--- config.mk ---
export PLATFORM = sky130hd
export DESIGN_NAME = load_store_unit
export DESIGN_NICKNAME = d
export VERILOG_FILES = /design/src/rtl/core_pkg.sv /design/src/rtl/lsu_align.sv /design/src/rtl/load_store_unit.sv
export SDC_FILE = /design/constraint.sdc
export NUM_CORES = 1
export LEC_CHECK = 0
export ABC_AREA = 1
export CORE_AREA = 2 2 169 188
export DETAILED_ROUTE_END_ITERATION = 6
export DIE_AREA = 0 0 171 190
export PLACE_DENSITY_LB_ADDON = 0.3
export SETUP_SLACK_MARGIN = 0.15
export SYNTH_ARGS = -nofsm -noshare
export SYNTH_HDL_FRONTEND = slang
export SYNTH_SLANG_ARGS = --single-unit
--- constraint.sdc ---
create_clock -name clk_i -period 2.4 [get_ports clk_i]
set_input_delay 0.24 -clock clk_i [delete_from_list [all_inputs] [get_ports clk_i]]
set_output_delay 0.24 -clock clk_i [all_outputs]
set_load 0.05 [all_outputs]
--- src/rtl/core_pkg.sv ---
// Shared core types for the data-memory path: access sizes, LSU FSM states
// and the misalignment rule used when an access is accepted.
package core_pkg;

    typedef enum logic [1:0] {
        LSU_B = 2'b00,
        LSU_H = 2'b01,
        LSU_W = 2'b10
    } lsu_size_e;

    typedef enum logic [2:0] {
        IDLE,
        REQ1,
        WAIT1,
        REQ2,
        WAIT2
    } lsu_state_e;

    // A half at offset 1 still fits in one word, so only offset 3 crosses a boundary
    function automatic logic lsu_misaligned(input logic [1:0] size, input logic [1:0] off);
        return ((size == LSU_H) && (off == 2'd3)) || ((size == LSU_W) && (off != 2'd0));
    endfunction

endpackage

--- src/rtl/lsu_align.sv ---
// Lane steering for the LSU: byte enables and store data shifted into a
// two-word window, and load data pulled back out of it and extended.
module lsu_align
    import core_pkg::*;
#(
    parameter int WIDTH = 32
) (
    input  logic [1:0]         off,
    input  lsu_size_e          size,
    input  logic               is_signed,
    input  logic [WIDTH-1:0]   wdata,
    input  logic [WIDTH-1:0]   rdata_lo,
    input  logic [WIDTH-1:0]   rdata_hi,
    output logic [7:0]         be8,
    output logic [2*WIDTH-1:0] wd64,
    output logic [WIDTH-1:0]   rdata_ext
);

    logic [3:0]       mask;
    logic [WIDTH-1:0] rd_shift;

    always_comb begin
        mask = 4'b0000;
        case (size)
            LSU_B:   mask = 4'b0001;
            LSU_H:   mask = 4'b0011;
            LSU_W:   mask = 4'b1111;
            default: mask = 4'b0000;
        endcase

        be8  = {4'b0000, mask} << off;
        wd64 = {{WIDTH{1'b0}}, wdata} << {off, 3'b000};

        // Upper word of the shifted window can never hold a requested byte
        rd_shift = WIDTH'({rdata_hi, rdata_lo} >> {off, 3'b000});

        case (size)
            LSU_B:   rdata_ext = {{(WIDTH-8){is_signed & rd_shift[7]}}, rd_shift[7:0]};
            LSU_H:   rdata_ext = {{(WIDTH-16){is_signed & rd_shift[15]}}, rd_shift[15:0]};
            default: rdata_ext = rd_shift;
        endcase
    end

endmodule

--- src/rtl/load_store_unit.sv ---
// Data-memory port of the core: runs the req/gnt/rvalid handshake, splits
// misaligned accesses into two aligned words and stalls the pipeline meanwhile.
module load_store_unit
    import core_pkg::*;
#(
    parameter int WIDTH       = 32,
    parameter bit MISALIGN_EN = 1'b1
) (
    input  logic             clk_i,
    input  logic             rst_ni,
    input  logic             lsu_req_i,
    input  logic             lsu_we_i,
    input  logic [1:0]       lsu_size_i,
    input  logic             lsu_signed_i,
    input  logic [WIDTH-1:0] lsu_addr_i,
    input  logic [WIDTH-1:0] lsu_wdata_i,
    output logic             busy_o,
    output logic             done_o,
    output logic             err_o,
    output logic [WIDTH-1:0] load_result_o,
    output logic             data_req_o,
    input  logic             data_gnt_i,
    output logic             data_we_o,
    output logic [3:0]       data_be_o,
    output logic [WIDTH-1:0] data_addr_o,
    output logic [WIDTH-1:0] data_wdata_o,
    input  logic             data_rvalid_i,
    input  logic [WIDTH-1:0] data_rdata_i,
    input  logic             data_err_i
);

    lsu_state_e       state_q, state_d;
    lsu_size_e        size_q;
    logic             we_q, signed_q, bad_q, split_q;
    logic [WIDTH-1:0] addr_q, wdata_q, rdata1_q, load_result_q;

    logic             req_illegal, req_misaligned;
    logic             finish, phase2;
    logic [WIDTH-1:0] word_addr, rdata_lo, rdata_hi, rdata_ext;
    logic [7:0]       be8;
    logic [2*WIDTH-1:0] wd64;

    assign req_illegal    = (lsu_size_i == 2'b11);
    assign req_misaligned = lsu_misaligned(lsu_size_i, lsu_addr_i[1:0]);
    assign word_addr      = {addr_q[WIDTH-1:2], 2'b00};

    // Second beat pairs the saved first word with the live response
    assign rdata_lo = (state_q == WAIT2) ? rdata1_q : data_rdata_i;
    assign rdata_hi = (state_q == WAIT2) ? data_rdata_i : '0;

    lsu_align #(.WIDTH(WIDTH)) u_align (
        .off       (addr_q[1:0]),
        .size      (size_q),
        .is_signed (signed_q),
        .wdata     (wdata_q),
        .rdata_lo  (rdata_lo),
        .rdata_hi  (rdata_hi),
        .be8       (be8),
        .wd64      (wd64),
        .rdata_ext (rdata_ext)
    );

    always_ff @(posedge clk_i or negedge rst_ni) begin
        if (!rst_ni) begin
            state_q       <= IDLE;
            size_q        <= LSU_B;
            we_q          <= 1'b0;
            signed_q      <= 1'b0;
            bad_q         <= 1'b0;
            split_q       <= 1'b0;
            addr_q        <= '0;
            wdata_q       <= '0;
            rdata1_q      <= '0;
            load_result_q <= '0;
        end else begin
            state_q <= state_d;
            if ((state_q == IDLE) && lsu_req_i) begin
                size_q   <= req_illegal ? LSU_B : lsu_size_e'(lsu_size_i);
                we_q     <= lsu_we_i;
                signed_q <= lsu_signed_i;
                bad_q    <= req_illegal || (req_misaligned && !MISALIGN_EN);
                split_q  <= req_misaligned && MISALIGN_EN && !req_illegal;
                addr_q   <= lsu_addr_i;
                wdata_q  <= lsu_wdata_i;
            end
            if ((state_q == WAIT1) && data_rvalid_i) begin
                rdata1_q <= data_rdata_i;
            end
            if (finish && !we_q && !data_err_i) begin
                load_result_q <= rdata_ext;
            end
        end
    end

    // A rejected request (bad_q) parks in REQ1 for one cycle purely to report the error
    always_comb begin
        state_d = state_q;
        busy_o  = 1'b0;
        done_o  = 1'b0;
        err_o   = 1'b0;
        finish  = 1'b0;
        phase2  = 1'b0;
        data_req_o = 1'b0;
        case (state_q)
            IDLE: begin
                if (lsu_req_i) begin
                    busy_o  = 1'b1;
                    state_d = REQ1;
                end
            end
            REQ1: begin
                if (bad_q) begin
                    done_o  = 1'b1;
                    err_o   = 1'b1;
                    state_d = IDLE;
                end else begin
                    busy_o     = 1'b1;
                    data_req_o = 1'b1;
                    if (data_gnt_i) state_d = WAIT1;
                end
            end
            WAIT1: begin
                busy_o = 1'b1;
                if (data_rvalid_i) begin
                    if (split_q && !data_err_i) begin
                        state_d = REQ2;
                    end else begin
                        busy_o  = 1'b0;
                        done_o  = 1'b1;
                        err_o   = data_err_i;
                        finish  = 1'b1;
                        state_d = IDLE;
                    end
                end
            end
            REQ2: begin
                busy_o     = 1'b1;
                data_req_o = 1'b1;
                phase2     = 1'b1;
                if (data_gnt_i) state_d = WAIT2;
            end
            WAIT2: begin
                busy_o = 1'b1;
                if (data_rvalid_i) begin
                    busy_o  = 1'b0;
                    done_o  = 1'b1;
                    err_o   = data_err_i;
                    finish  = 1'b1;
                    state_d = IDLE;
                end
            end
            default: state_d = IDLE;
        endcase
    end

    // Bus fields are forced to zero whenever no request is on the bus
    always_comb begin
        data_we_o    = 1'b0;
        data_be_o    = 4'b0000;
        data_addr_o  = '0;
        data_wdata_o = '0;
        if (data_req_o) begin
            data_we_o    = we_q;
            data_be_o    = phase2 ? be8[7:4] : be8[3:0];
            data_addr_o  = phase2 ? (word_addr + WIDTH'(4)) : word_addr;
            data_wdata_o = phase2 ? wd64[2*WIDTH-1:WIDTH] : wd64[WIDTH-1:0];
        end
    end

    assign load_result_o = (finish && !we_q && !data_err_i) ? rdata_ext : load_result_q;

endmodule

[Word level (Yosys, flattened, before mapping)]
Cells that the tools add are included.
Storage, ports and cells
  register bits after elaboration: 137
  output and inout bits: 105
  logic and storage cells: 86
Operators by class
  add/subtract/negate cells: 1
  eq/ne operators: 15
  shift operators: 3
  multiplexer cells: 39
  bitwise logic cells: 2
  reductions and logical operators: 16
Operators by type and width (number)
  $mux W32: 7
  $pmux W32 S2: 1
  $shl A32 B5 Y64: 1
  $shr A64 B5 Y32: 1
  $add A32 B3 Y32 const B: 1
  $mux W3: 6
  $pmux W3 S5: 1
  $mux W1: 14
  $pmux W4 S3: 1
  $eq A2 B2 Y1 const B: 4
  $logic_and A1 B1 Y1: 8
  $mux W4: 2
  $ne A2 B2 Y1 const B: 4
  $shl A4 B2 Y8: 1
  $eq A3 B2 Y1 const B: 2
  $pmux W1 S3: 2
  $pmux W1 S5: 1
  $reduce_and A5 Y1: 1
  $eq A2 B1 Y1 const B: 2
  $mux W2: 2
  $pmux W1 S2: 2
  $eq A3 B1 Y1 const B: 1
  $eq A3 B3 Y1 const B: 1
  $logic_not A1 Y1: 3
  6 further kinds: 7

[Longest topological paths before layout]
Gate-level depths: netlist (run 1).
  word-level depth: 8
  depth in mapped cells: 13
  mapped depth without buffers: 12

[By module]
From an unflattened synthesis (run 1), not the netlist that was laid out.
Second synthesis, totals
  cells, all modules: 1514
  area total of the unflattened synthesis: 9823.2 sq um
By module, submodules not included
  load_store_unit: times used 1, cells each 1080, area an instance 7656.1 sq um, seq. area each 3428.3 sq um
  lsu_align: times used 1, cells each 434, area an instance 2167.1 sq um, seq. area each 0.0 sq um

[Worst setup path after synthesis (run 1)]
Ideal clock, no wire load.
  path kind: register to output
  start: register state_q[2]
  end: output data_addr_o[15]
  data arrival time: 2442 ps
  setup slack: -282 ps
  stages on the path, launching flop included: 11
  cell sequence: dfrtp_1 > buf_2 > nor2_2 > nand2_1 > buf_6 > nor2_8 > nand2_4 > nor2_8 > nand2_1 > nand2_1 > nor3b_1
On the way
  longest elaborated chain between the ends: 4
  elaborated cells on any way between the ends: 6
  those cells by class: 2 x eq/ne; 4 x mux
Ends and longest elaborated chain
  from (decl): RTL line load_store_unit.sv:32  | lsu_state_e state_q, state_d;
  from (signal assigned): RTL line load_store_unit.sv:76  | state_q <= state_d;
  $eq A3 B2 Y1: RTL line load_store_unit.sv:104  | case (state_q)
  $mux W1: RTL line load_store_unit.sv:104
  $mux W32: RTL line load_store_unit.sv:165  | data_addr_o = phase2 ? (word_addr + WIDTH'(4)) : word_addr;
  $mux W32 (*): RTL line load_store_unit.sv:162  | if (data_req_o) begin
  to (decl): RTL line load_store_unit.sv:25  | output logic [WIDTH-1:0] data_addr_o,
Mark *: on every way between the ends. The rest lies on a longest branch, timed or not.

[Worst setup path in the final report (run 1)]
  start: register state_q[1]
  end: output load_result_o[25]
On the way
  longest elaborated chain between the ends: 6
  elaborated cells on any way between the ends: 12
  those cells by class: 2 x eq/ne; 1 x shift; 5 x mux; 2 x bitwise; 2 x reduce/logical
Ends and longest elaborated chain
  $eq A3 B3 Y1: RTL line load_store_unit.sv:48, load_store_unit.sv:49, load_store_unit.sv:104
  $mux W32 (on tied branches): RTL line load_store_unit.sv:48, load_store_unit.sv:49
  $shr A64 B5 Y32: RTL line lsu_align.sv:35  | rd_shift = WIDTH'({rdata_hi, rdata_lo} >> {off, 3'b000});
  $and A1 B1 Y1 (on tied branches): RTL line lsu_align.sv:39, lsu_align.sv:38
  $pmux W32 S2: RTL line lsu_align.sv:37  | case (size)
  $mux W32 (*)
  to (decl): RTL line load_store_unit.sv:20  | output logic [WIDTH-1:0] load_result_o,
Marks and branches as above.

==> impl_results.md, run 1 <==
* Final setup viols at 86
* Layout cells sized above 1 at 34.4%
* Final Max Tran Viols at 0
* Die area at 32500 um2
* Reg2reg path depth at 12
* Clock Path Buffers at 2
* Post-layout minimum cycle time at 2660 ps
* Layout area overhead at 74.4%
* Die height at 190 um
* DR iter-0 viols at 835
* Failing checks: negative setup slack
* Cell count after synthesis at 1337
* Initial cell density of the core at 29.4%
* FP Rows at 68
* CTS buffer count at 17
* Synthesized area per cell at 6.78 um2
* Top cell type's share of synthesized area at 37.8%
* Port Buffer Count at 208
* Fin crit share at 111%
* Gr usage total at 20.6%
* Vias at 10300
* Power density over the cells at 1560 nW/um2
* Vias in the first global route at 9776
* CP startpoint kind: register
* Synth async-reset ratio at 100%
* Status: finished with violations
* Setup crit end kind: primary output
* WP data required at 2160 ps
* Hold Vio Cnt, Final at 0
* Nets at 1718
* H-tree lvl count at 4
* Final GP Congestion at 0.863
* FF+latch count, synth at 137
* GRT Residual Overflow at 0
* Crit path max fanout at 8
* Detail Route Antenna Nets at 0
* Non-Filler Instances at 2040
* Critical path depth at 13
* RSZ-0062 raised after global routing: yes
* DRC violations left at 0
* TNS Setup at -11980 ps
* Most frequent cells in the layout: nand2_1, dfrtp_1, clkdlybuf4s50_1
* Fmax at 376 MHz
* Core area at 30800 um2
* TritonCTS Sinks at 137
* Die width at 171 um
* Pleak at 6.86 nW
* Worst hold stages at 3
* Skew-Pair Late Insertion Delay at 440 ps
* Commonest non-fill, non-tap cell in the layout: nand2_1
* Maxcap violations at 0
* Largest net degree at the start of global routing at 74
* First-pass GRT wire length at 52400 um
* TritonCTS clock tree: built
* Worst path buffer plus inverter count at 5
* Clock Tree Root: clkbuf_16
* Synthesized area at 9070 um2
* Crit path cell chain: nor2_4 -> buf_6 -> buf_12 -> buf_8 -> nand3_2 -> nand3_2 -> nand3_2 -> nand4_1 -> nand2_8 -> buf_12 -> nor2_4 -> nor2_4 -> buf_12
* Worst Path Arrival at 2420 ps
* Hold WC Path Type: in2reg
* Area leader, netlist: dfrtp_1
* Worst-Margin Slew at 548 ps
* Routed length per instance at 17.8 um
* Worst VDD drop at 999 uV
* Via-per-instance ratio at 5.05
* Ranking of synthesized cells by area: dfrtp_1, nand2_1, nor2_1, nand3_1, o21ai_0
* Fin Clk Skew at 13.2 ps
* Main synth FF type: dfrtp_1
* Max incr delay on CP at 440 ps
* DRT Pass-1 Iters at 5
* Final WL at 36400 um
* Power Total at 0.0247 W
* PnR worst setup slack at -260 ps
* Rel. slew slack at 63.3%
* DP Wirelength at 22800 um
* Post-route cell area at 15800 um2
* Diode count at 0
* Number of synthesized flops with an enable pin at 0
* Worst Setup Path Type: reg2out
* Synth warnings at 0
* Cell total after placement at 1925
* Clock slew at reported path FFs at 70 ps
* Area of placed instances at 12400 um2
* Initial antenna violation count at 1
* I/O pins at 211
* Synth cell types at 43
* Post-synthesis sequential area ratio at 37.8%
* Slowest CP cell: dfrtp_2
* Top delay family on crit path: simple AND/OR/NAND/NOR gates
==> metal layers <==
metal | vias up | GRT usage [%] | routed length (um)
li1 | 4885 | - | -
met1 | 4899 | 25.8 | 14600
met2 | 441 | 34.5 | 18000
met3 | 81 | 4.41 | 2470
met4 | 0 | 8.25 | 1310
met5 | - | 0 | 0
==> state kept, by name, indices dropped and copies added, names as in the netlist <==
signal         flops
addr_q            32
load_result_q     32
rdata1_q          32
wdata_q           32
state_q            3
size_q             2
bad_q              1
signed_q           1
split_q            1
we_q               1
==> power by group <==
group          switching (W)  internal (W)  total, W
sequential          0.000879       0.00344   0.00431
clock                0.00115       0.00173   0.00288
combinational         0.0104       0.00713    0.0175
total                 0.0124        0.0123    0.0247
==> cells by family after synthesis <==
group	after synthesis	share of synthesized area [%]
simple gates	797	37.1
compound gates	194	12.3
buf+inv	171	8.51
flops	137	37.8
mux	24	2.84
xor+xnor	8	0.773
fa+ha+maj	5	0.690
other cells	1	0.0413
==> stage by stage <==
stage	hold WS, ps	worst slack [ps]	utilization (%)
finish	336	-260	51.4
global route	339	-353	51.4
CTS	326	-267	45.3
detailed placement	240	25.1	40.2
global placement	235	26.0	40.2
floorplan	-55.6	-279	-
==> path summary, 6_finish.rpt <==
path                                 start                end  slack, ps
setup / recovery                state_q[1]  load_result_o[25]       -260
setup reg to reg                state_q[0]         state_q[1]        260
hold / removal             lsu_wdata_i[17]        wdata_q[17]        340
hold reg to reg                rdata1_q[5]        rdata1_q[5]        480
min in group asynchronous           rst_ni        rdata1_q[1]        360
max in group asynchronous           rst_ni        wdata_q[10]       1380
==> worst register-to-register path, stage by stage, from the launching register on <==
cell      delay (ps)
dfrtp_2          440
buf_4            160
nand2_4          110
buf_6            120
buf_6             90
buf_6            100
nand2_8           80
buf_12           150
buf_8            120
inv_8            120
or2_0            190
o211ai_2         130
o21ai_0          230
==> timing repair <==
action | 4_1_cts | 5_1_grt
hold buffers | 1 | 0
buffers inserted | 26 | 38
endpoints found under the hold margin | 47 | 0
pin swaps | 34 | 74
setup endpoints to repair | 100 | 101
gates cloned | 5 | 13
resized for setup | 138 | 301
==> cell usage after synthesis, types with 6 or more instances <==
library cell and instances:
a211oi_1 7, a21oi_1 34, a31oi_1 14, a32oi_1 10, buf_1 6, buf_2 38, buf_4 8, buf_6 7
clkbuf_1 25, dfrtp_1 137, inv_1 83, mux2_2 14, mux2i_1 10, nand2_1 454, nand3_1 108, nand3b_1 8
nand4_1 15, nor2_1 178, nor3_1 11, o211ai_1 19, o21ai_0 94, o21ai_1 9, xor2_1 6
==> area by class of cell <==
class / instances / area [um2]
Timing Repair inverter: 1 / 11.3
Timing Repair Buffer: 333 / 4430
Fill cell: 2857 / 15000
Tap cell: 420 / 526
Clock inverter: 12 / 160
Clock buffer: 20 / 467
Multi-Input combinational cell: 1030 / 6410
Inverter: 87 / 378
Sequential cell: 137 / 3440
Note: power is estimated with default switching activity, not from simulation.
==> run 2, diff against run 1 <==
Settings changed: CAP_MARGIN set to 20.
==> results of run 2 <==
Final layout, timing and power as in run 1 (identical DEF).
==> run 3, diff against run 2 <==
Settings changed: ABC_CLOCK_PERIOD_IN_PS set to 2400, CTS_BUF_LIST set to sky130_fd_sc_hd__clkbuf_8.
==> run 3 against run 2 <==
The run still ends with negative setup slack left; first-iteration DRC count shrank 14%; power down 9.6%; sequential cell count unchanged; global-route usage down 0.86 points; setup slack worse by 95 ps; sequential share of layout area grew 1.8 points.
==> impl_results.md, run 3 (synthesized netlist as in run 1, its figures left out) <==
* Nets at 1687
* DRT Pass-1 Iters at 6
* Final setup viols at 91
* R2R Path End: load_result_q[11]
* Fmax at 363 MHz
* Detail Route Antenna Nets at 0
* Via-per-instance ratio at 4.97
* Die area at 32500 um2
* Die width at 171 um
* Maxcap violations at 0
* TritonCTS clock tree: built
* Worst-Margin Slew at 535 ps
* Fin Clk Skew at 19.4 ps
* Die height at 190 um
* Reg2reg path depth at 14
* DP Wirelength at 22800 um
* I/O pins at 211
* H-tree lvl count at 4
* Worst Setup EP: load_result_o[20]
* Vias in the first global route at 9418
* Final WL at 33700 um
* RR Startpoint: state_q[1]
* Crit path max fanout at 8
* Layout cells sized above 1 at 30.1%
* Fin crit share at 115%
* DR iter-0 viols at 722
* Final GP Congestion at 0.863
* Layout area overhead at 61.1%
* WP data required at 2160 ps
* Gr usage total at 19.8%
* Clock Path Buffers at 2
* GRT Residual Overflow at 0
* Rel. slew slack at 64.3%
* Clock slew at reported path FFs at 100 ps
* Core area at 30800 um2
* Worst VDD drop at 903 uV
* Largest net degree at the start of global routing at 74
* Area of placed instances at 12400 um2
* Min Hold Slack at 293 ps
* Routed length per instance at 16.7 um
* Worst Path Arrival at 2520 ps
* Clock Tree Root: clkbuf_8
* Post-layout minimum cycle time at 2760 ps
* Skew-Pair Late Insertion Delay at 480 ps
* Setup crit end kind: primary output
* Commonest non-fill, non-tap cell in the layout: nand2_1
* Port Buffer Count at 208
* Most frequent cells in the layout: nand2_1, dfrtp_1, clkdlybuf4s50_1
* RSZ-0062 raised after global routing: yes
* Critical path startpoint: state_q[1]
* Initial antenna violation count at 3
* Initial cell density of the core at 29.4%
* DRC violations left at 0
* First-pass GRT wire length at 50500 um
* CP startpoint kind: register
* Post-route cell area at 14600 um2
* Flop-to-flop setup slack at 230 ps
* Worst Setup Path Type: reg2out
* Hold WC Path Type: in2reg
* Hold Vio Cnt, Final at 0
* Failing checks: negative setup slack
* TritonCTS Sinks at 137
* Vias at 9999
* Power density over the cells at 1530 nW/um2
* FP Rows at 68
* PnR worst setup slack at -356 ps
* Final Max Tran Viols at 0
* CTS buffer count at 17
* Pleak at 6.43 nW
* Status: finished with violations
-- run 3: timing repair --
item                                    in CTS  in global routing
endpoints found under the setup margin     100                103
pin swaps                                   10                 46
endpoints found under the hold margin       47                  0
hold buffers                                 1                  0
setup buffers                               17                 26
gates resized for setup                     50                242
cloned                                       2                  7
-- run 3: power breakdown --
part | total [W] | internal (W) | switching (W)
combinational | 0.0159 | 0.00623 | 0.00966
clock | 0.00217 | 0.00112 | 0.00105
sequential | 0.00426 | 0.00342 | 0.000835
-- run 3: worst max-delay path, stage by stage (launching register included) --
cell	delay, ps
dfrtp_1	420
buf_6	130
nor2_4	180
nand2_4	120
buf_6	160
nand2_2	60
nand3_2	80
nand3_2	90
nand2_1	70
nand3_2	100
nand2_4	90
clkbuf_16	200
nor2_4	130
nor2_4	50
buf_12	150
-- run 3: worst min path at each step --
stage / slack (ps) / cells after the start / start / to
final: 290 / 3 / lsu_wdata_i[17] / wdata_q[17]
after global routing: 290 / 3 / lsu_wdata_i[7] / wdata_q[7]
after CTS: 270 / 3 / lsu_wdata_i[17] / wdata_q[17]
after detailed placement: 240 / 1 / rst_ni / rdata1_q[1]
after global placement: 230 / 1 / rst_ni / rdata1_q[1]
after floorplan: -60 / 0 / rst_ni / addr_q[0]
-- run 3: cell type report --
cell class | count | area, um2
antenna | 1 | 2.50
clock buffer | 20 | 275
clock inverter | 12 | 160
fill | 3019 | 16200
inverter | 87 | 347
multi-input combinational | 1030 | 6020
sequential | 137 | 3440
tap | 420 | 526
timing repair buffer | 302 | 3840
timing repair inverter | 1 | 8.76
-- run 3: through the flow --
step	util [%]	TNS (ps)	cells	worst slack (ps)	total power, W
CTS	42.9	-17690	1977	-296	0.0201
global placement	40.2	0	1925	26.0	0.0173
floorplan	-	-279	1338	-279	0.0124
finish	47.5	-15440	2010	-356	0.0223
detailed placement	40.2	0	1925	25.1	0.0174
global route	47.5	-27160	2010	-485	0.0237
-- run 3: layer usage --
| metal | vias to the layer above | global-route usage [%] | part of all wire (%) |
|---|---|---|---|
| met5 | - | 0 | 0.027 |
| met4 | 2 | 7.40 | 2.8 |
| met3 | 61 | 4.35 | 6.8 |
| met2 | 360 | 32.9 | 50 |
| met1 | 4757 | 25.0 | 41 |
| li1 | 4819 | - | - |
